File: src/rtl/posit_normalizer.sv
// posit_normalizer
// ----------------
// Multi-cycle normalization stage placed directly in front of the posit
// packer. It takes an unnormalized magnitude (sign, signed scale, wide
// mantissa), normalizes it by one bit position per clock, then splits the
// scale into regime (k) and exponent and extracts the fraction. The regime is
// saturated to maxpos/minpos so the outputs can feed the packer directly.
//
// Ports:
//   clk, rst_n      clock, synchronous active-low reset
//   in_valid        operand valid (accepted only while in_ready is high)
//   in_ready        high only in IDLE and while out of reset
//   in_sign         operand sign, passed through to out_sign
//   in_scale        signed scale; value = in_mant * 2^(in_scale-(MW-2))
//   in_mant         unsigned mantissa; hidden bit at MW-2, MW-1 is overflow
//   out_valid       result valid (held until out_ready)
//   out_ready       consumer accepts the result
//   out_sign        registered operand sign
//   out_zero        operand mantissa was zero
//   out_seed        signed regime value k (N bits)
//   out_exp         exponent field (ES bits)
//   out_frac        fraction bits below the hidden bit, MSB-aligned (N bits)
//   out_sticky      OR of all mantissa bits discarded below out_frac

`timescale 1ns/1ps

module posit_normalizer #(
    parameter int N  = 16,
    parameter int ES = 3,
    parameter int MW = 32,
    parameter int SW = 12
) (
    input  logic          clk,
    input  logic          rst_n,
    input  logic          in_valid,
    output logic          in_ready,
    input  logic          in_sign,
    input  logic [SW-1:0] in_scale,
    input  logic [MW-1:0] in_mant,
    output logic          out_valid,
    input  logic          out_ready,
    output logic          out_sign,
    output logic          out_zero,
    output logic [N-1:0]  out_seed,
    output logic [ES-1:0] out_exp,
    output logic [N-1:0]  out_frac,
    output logic          out_sticky
);

    // Two guard bits on the internal scale: at most MW-2 left shifts or one
    // right shift are applied, which can never wrap this register.
    localparam int KW = SW + 2;

    localparam logic [1:0] IDLE  = 2'd0;
    localparam logic [1:0] SHIFT = 2'd1;
    localparam logic [1:0] DONE  = 2'd2;

    // Largest regime magnitude the packer can represent (maxpos/minpos).
    localparam logic signed [KW-1:0] K_MAX = KW'(N - 2);
    localparam logic signed [KW-1:0] K_MIN = -K_MAX;

    logic [1:0]           state;
    logic signed [KW-1:0] scale_r;
    logic [MW-1:0]        mant_r;
    logic                 sticky_r;

    logic signed [KW-1:0] k_val;
    logic [ES-1:0]        e_val;
    logic [N-1:0]         frac_val;
    logic                 sticky_val;

    assign in_ready  = rst_n && (state == IDLE);
    assign out_valid = (state == DONE);

    // Field split of the current working value; only consumed on the edge
    // where the mantissa is already normalized.
    always_comb begin
        k_val      = scale_r >>> ES;
        e_val      = scale_r[ES-1:0];
        frac_val   = mant_r[MW-3 -: N];
        sticky_val = sticky_r | (|mant_r[MW-3-N:0]);
    end

    always_ff @(posedge clk) begin
        if (!rst_n) begin
            state      <= IDLE;
            scale_r    <= '0;
            mant_r     <= '0;
            sticky_r   <= 1'b0;
            out_sign   <= 1'b0;
            out_zero   <= 1'b0;
            out_seed   <= '0;
            out_exp    <= '0;
            out_frac   <= '0;
            out_sticky <= 1'b0;
        end else begin
            case (state)
                IDLE: begin
                    if (in_valid) begin
                        out_sign <= in_sign;
                        scale_r  <= {{2{in_scale[SW-1]}}, in_scale};
                        mant_r   <= in_mant;
                        sticky_r <= 1'b0;
                        if (in_mant == '0) begin
                            out_zero   <= 1'b1;
                            out_seed   <= '0;
                            out_exp    <= '0;
                            out_frac   <= '0;
                            out_sticky <= 1'b0;
                            state      <= DONE;
                        end else begin
                            out_zero <= 1'b0;
                            state    <= SHIFT;
                        end
                    end
                end

                SHIFT: begin
                    // Overflow has priority: a set top bit must come down
                    // before we look for the hidden bit.
                    if (mant_r[MW-1]) begin
                        mant_r   <= mant_r >> 1;
                        sticky_r <= sticky_r | mant_r[0];
                        scale_r  <= scale_r + KW'(1);
                    end else if (!mant_r[MW-2]) begin
                        mant_r  <= mant_r << 1;
                        scale_r <= scale_r - KW'(1);
                    end else begin
                        // Saturation drops exp/frac/sticky entirely so the
                        // packer produces exactly maxpos or minpos, never zero.
                        if (k_val > K_MAX) begin
                            out_seed   <= N'(K_MAX);
                            out_exp    <= '0;
                            out_frac   <= '0;
                            out_sticky <= 1'b0;
                        end else if (k_val < K_MIN) begin
                            out_seed   <= N'(K_MIN);
                            out_exp    <= '0;
                            out_frac   <= '0;
                            out_sticky <= 1'b0;
                        end else begin
                            out_seed   <= N'(k_val);
                            out_exp    <= e_val;
                            out_frac   <= frac_val;
                            out_sticky <= sticky_val;
                        end
                        state <= DONE;
                    end
                end

                DONE: begin
                    if (out_ready) begin
                        state <= IDLE;
                    end
                end

                default: begin
                    state <= IDLE;
                end
            endcase
        end
    end

endmodule

File: config.mk
export PLATFORM = sky130hd
export DESIGN_NAME = posit_normalizer
export DESIGN_NICKNAME = d
export VERILOG_FILES = /design/src/rtl/posit_normalizer.sv
export SDC_FILE = /design/constraint.sdc
export NUM_CORES = 1
export LEC_CHECK = 0
export ABC_AREA = 0
export BUFFER_PORTS_ARGS = -buffer_cell sky130_fd_sc_hd__buf_2
export CAP_MARGIN = 20
export CORE_MARGIN = 2
export CORE_UTILIZATION = 56
export DETAILED_ROUTE_END_ITERATION = 6
export PLACE_DENSITY = 0.92
export SKIP_CTS_REPAIR_TIMING = 1
export SYNTH_ARGS = -nofsm -noshare
export SYNTH_HDL_FRONTEND = slang
export SYNTH_SLANG_ARGS = --single-unit
File: constraint.sdc
create_clock -name clk -period 3 [get_ports clk]
set_clock_uncertainty 0.2 [all_clocks]
set_input_delay 0.15 -clock clk [delete_from_list [all_inputs] [get_ports clk]]
set_output_delay 0.15 -clock clk [all_outputs]
set_load 0.02 [all_outputs]
==> qor.yml <==
placement:
  hpwl_mm: 8.94
  gp_congestion: 0.930
  portBuffers: 88
  dp_slack_ns: 0.367
logic_synthesis:
  yosysWarnings: 0
  syn_inst: 586
  synth_edf_count: 0
  synth_area_sq_mm: 0.00469
  syn_avg_cell_area_sq_um: 8.00
  ys_seq_elements: 82
  synth_fp_nets: 649
  ys.flop_type: "dfxtp_1"
  synth_cell_types: 54
  synth-seq-area-share: 0.350
  async_flop_share: 0
final_layout:
  syn_to_final_growth_pct: 22.3
  antenna_cells: 0
  layout-drive-gt1-share: 0.188
  layout.nets: 750
  fillers: 590
  multi_input_area_sq_mm: 0.00270
  final_cell_mix: "buf_2, nand2_1, dfxtp_1, o211ai_1"
  regArea_sq_mm: 0.00164
  layout_commonest_cell: "buf_2"
timing:
  worstMarginPinSlew_ns: 0.824
  max_freq_mhz: 356
  max-slew-margin-rel: 0.451
  setup_violations: 0
  final_hold_viol_count: 3
  post-route-period-util: 0.937
  rsz0062_at_grt: "false"
  finalCriticalPeriod_ns: 2.81
  setup_ws_ns: 0.188
  holdWs_ns: -0.0400
  final-max-slew-violation-count: 0
  setup_tns_ns: 0
routing:
  viasPerCell: 6.28
  ant_nets: 0
  drt-total-wl_mm: 13.9
  wl_per_cell_um: 17.5
  num_vias: 5007
  dr.pass1.iters: 5
  drt_iter0_markers: 509
  drc: 0
global_route:
  grt_start_max_net_pins: 64
  grt_pass1_wl_mm: 19.6
  antenna_found_initial: 0
  overflow: 0
  track_usage: 0.273
  grt_pass1_vias: 4058
run_status:
  run_status: "complete, but fails checks"
  violations: "hold timing"
worst_setup_path:
  cpLargestDelayFamily: "compound AO/OA/AOI/OAI gates"
  arrival_ns: 2.84
  crit_buf_inv: 1
  worstRegToRegCells: 8
  worstSetupStartpointType: "flop"
  critPathRequiredTime_ns: 3.03
  reg2reg_to: "scale_r[11]$_SDFFE_PN0P_"
  worst_path_largest_cell_delay_ns: 0.46
  crit_type: "flop to flop"
  critPathMaxFanout: 13
  r2r-start: "mant_r[31]$_SDFFE_PN0P_"
  crit_slowest_cell: "a211oi_1"
  cp-end-kind: "flop"
  path_cells: "inv_1 -> ha_1 -> a211oi_1 -> o21ai_1 -> a211oi_1 -> o21ai_1 -> xnor2_1 -> a21oi_1"
  ff2ff_setup_slack_ns: 0.19
cts:
  clkTransAtPathRegs_ns: 0.09
  cts_root_buffer: "clkbuf_8"
  clk_path_buf_depth: 2
  cts_htree_levels: 3
  clk_latency_ns: 0.36
  cts_buffers: 9
  cts_tree: "built"
  clock-sinks: 82
floorplan:
  fp-row-count: 33
  boundaryPins: 89
  dieArea_sq_mm: 0.00912
  core-area_sq_mm: 0.00818
  die_h_um: 95.5
  die_x_um: 95.5
  initial_core_util: 0.573
worst_hold_path:
  min_to: "mant_r[18]$_SDFFE_PN0P_"
  hold_path.class: "input pin to flop"
  hold_depth: 3
  hold_start: "in_mant[18]"
pwr:
  max-vdd-ir-drop_v: 0.000338
  p_leak_uw: 0.00224
  powerDensity_mw_per_mm2: 528
run:
  maxCapViolations: 0
## per-layer routing
layer,routed length (um),track usage,vias to the layer above,share of wire
met5,0,0,-,0
met3,1250,0.0577,62,0.090
met2,6360,0.427,320,0.46
met4,631,0.0786,0,0.045
met1,5670,0.380,2293,0.41
li1,-,-,2332,-
## state kept, by name, indices dropped and copies added (netlist names)
register and cells:
out_exp 3, out_seed 11, out_sign 1, scale_r 14, sticky_r 1, state 2
out_zero 1, out_frac 16, out_sticky 1, mant_r 32
## layout make-up
class,instances,area share
clock buffer,10,0.0240
clock inverter,6,0.00851
inverter,36,0.0236
multi-input combinational,417,0.471
sequential,82,0.287
tap,105,0.0229
timing repair buffer,141,0.163
## worst min-delay path: cells and delay by family
| kind | cells | cell delay [ns] |
|---|---|---|
| buf+inv | 1 | 0.10 |
| compound gates | 2 | 0.24 |
## through the flow
stage                     hold WS [ns]  instances  utilization  cell area [sq um]  total power [uW]
after detailed placement         0.228        742        0.631               5150              2190
final                          -0.0400        797        0.701               5730              3030
after floorplan                  0.116        586            -               4690              1940
after global placement           0.209        742        0.631               5150              2150
after CTS                       -0.147        758        0.653               5340              2940
after global routing           0.00414        797        0.701               5730              3160
## where the power goes
part	total [uW]	internal (uW)	switching, uW
registers	1280	1170	106
clock network	771	333	437
logic	977	401	576
## worst max path at each step
stage	start	endpoint	slack, ns	cells after the start
2_1_floorplan	mant_r[31]$_SDFFE_PN0P_	scale_r[13]$_SDFFE_PN0P_	0.28	10
3_3_place_gp	scale_r[0]$_SDFFE_PN0P_	scale_r[12]$_SDFFE_PN0P_	0.41	8
3_5_place_dp	scale_r[0]$_SDFFE_PN0P_	scale_r[12]$_SDFFE_PN0P_	0.37	8
4_1_cts	scale_r[0]$_SDFFE_PN0P_	scale_r[12]$_SDFFE_PN0P_	0.31	8
5_1_grt	scale_r[0]$_SDFFE_PN0P_	scale_r[12]$_SDFFE_PN0P_	0.11	8
6_report	mant_r[31]$_SDFFE_PN0P_	scale_r[11]$_SDFFE_PN0P_	0.19	8
## cells by family (layout without fill, tap and decap cells)
| family | after synthesis | in the layout | synth area share |
|---|---|---|---|
| AND/OR/NAND/NOR | 189 | 189 | 0.194 |
| XOR/XNOR | 9 | 9 | 0.0168 |
| AO/OA/AOI/OAI | 202 | 202 | 0.314 |
| buffers and inverters | 87 | 193 | 0.0790 |
| multiplexers | 3 | 3 | 0.00667 |
| flip-flops | 82 | 82 | 0.350 |
| adder cells (fa/ha/maj) | 14 | 14 | 0.0390 |
## cell usage after synthesis (all sizes together) (13+ instances only)
master	number	area (sq um)
inv	36	135
buf	21	123
nor2b	29	184
dfxtp	82	1640
clkbuf	30	113
o311ai	30	263
a21boi	39	293
nor2	24	92.6
o21ai	19	95.1
o211ai	40	300
nand2	86	325
a21oi	23	115
ha	13	163
a22oi	20	150
No activity file was read; power rests on OpenSTA's default activity.
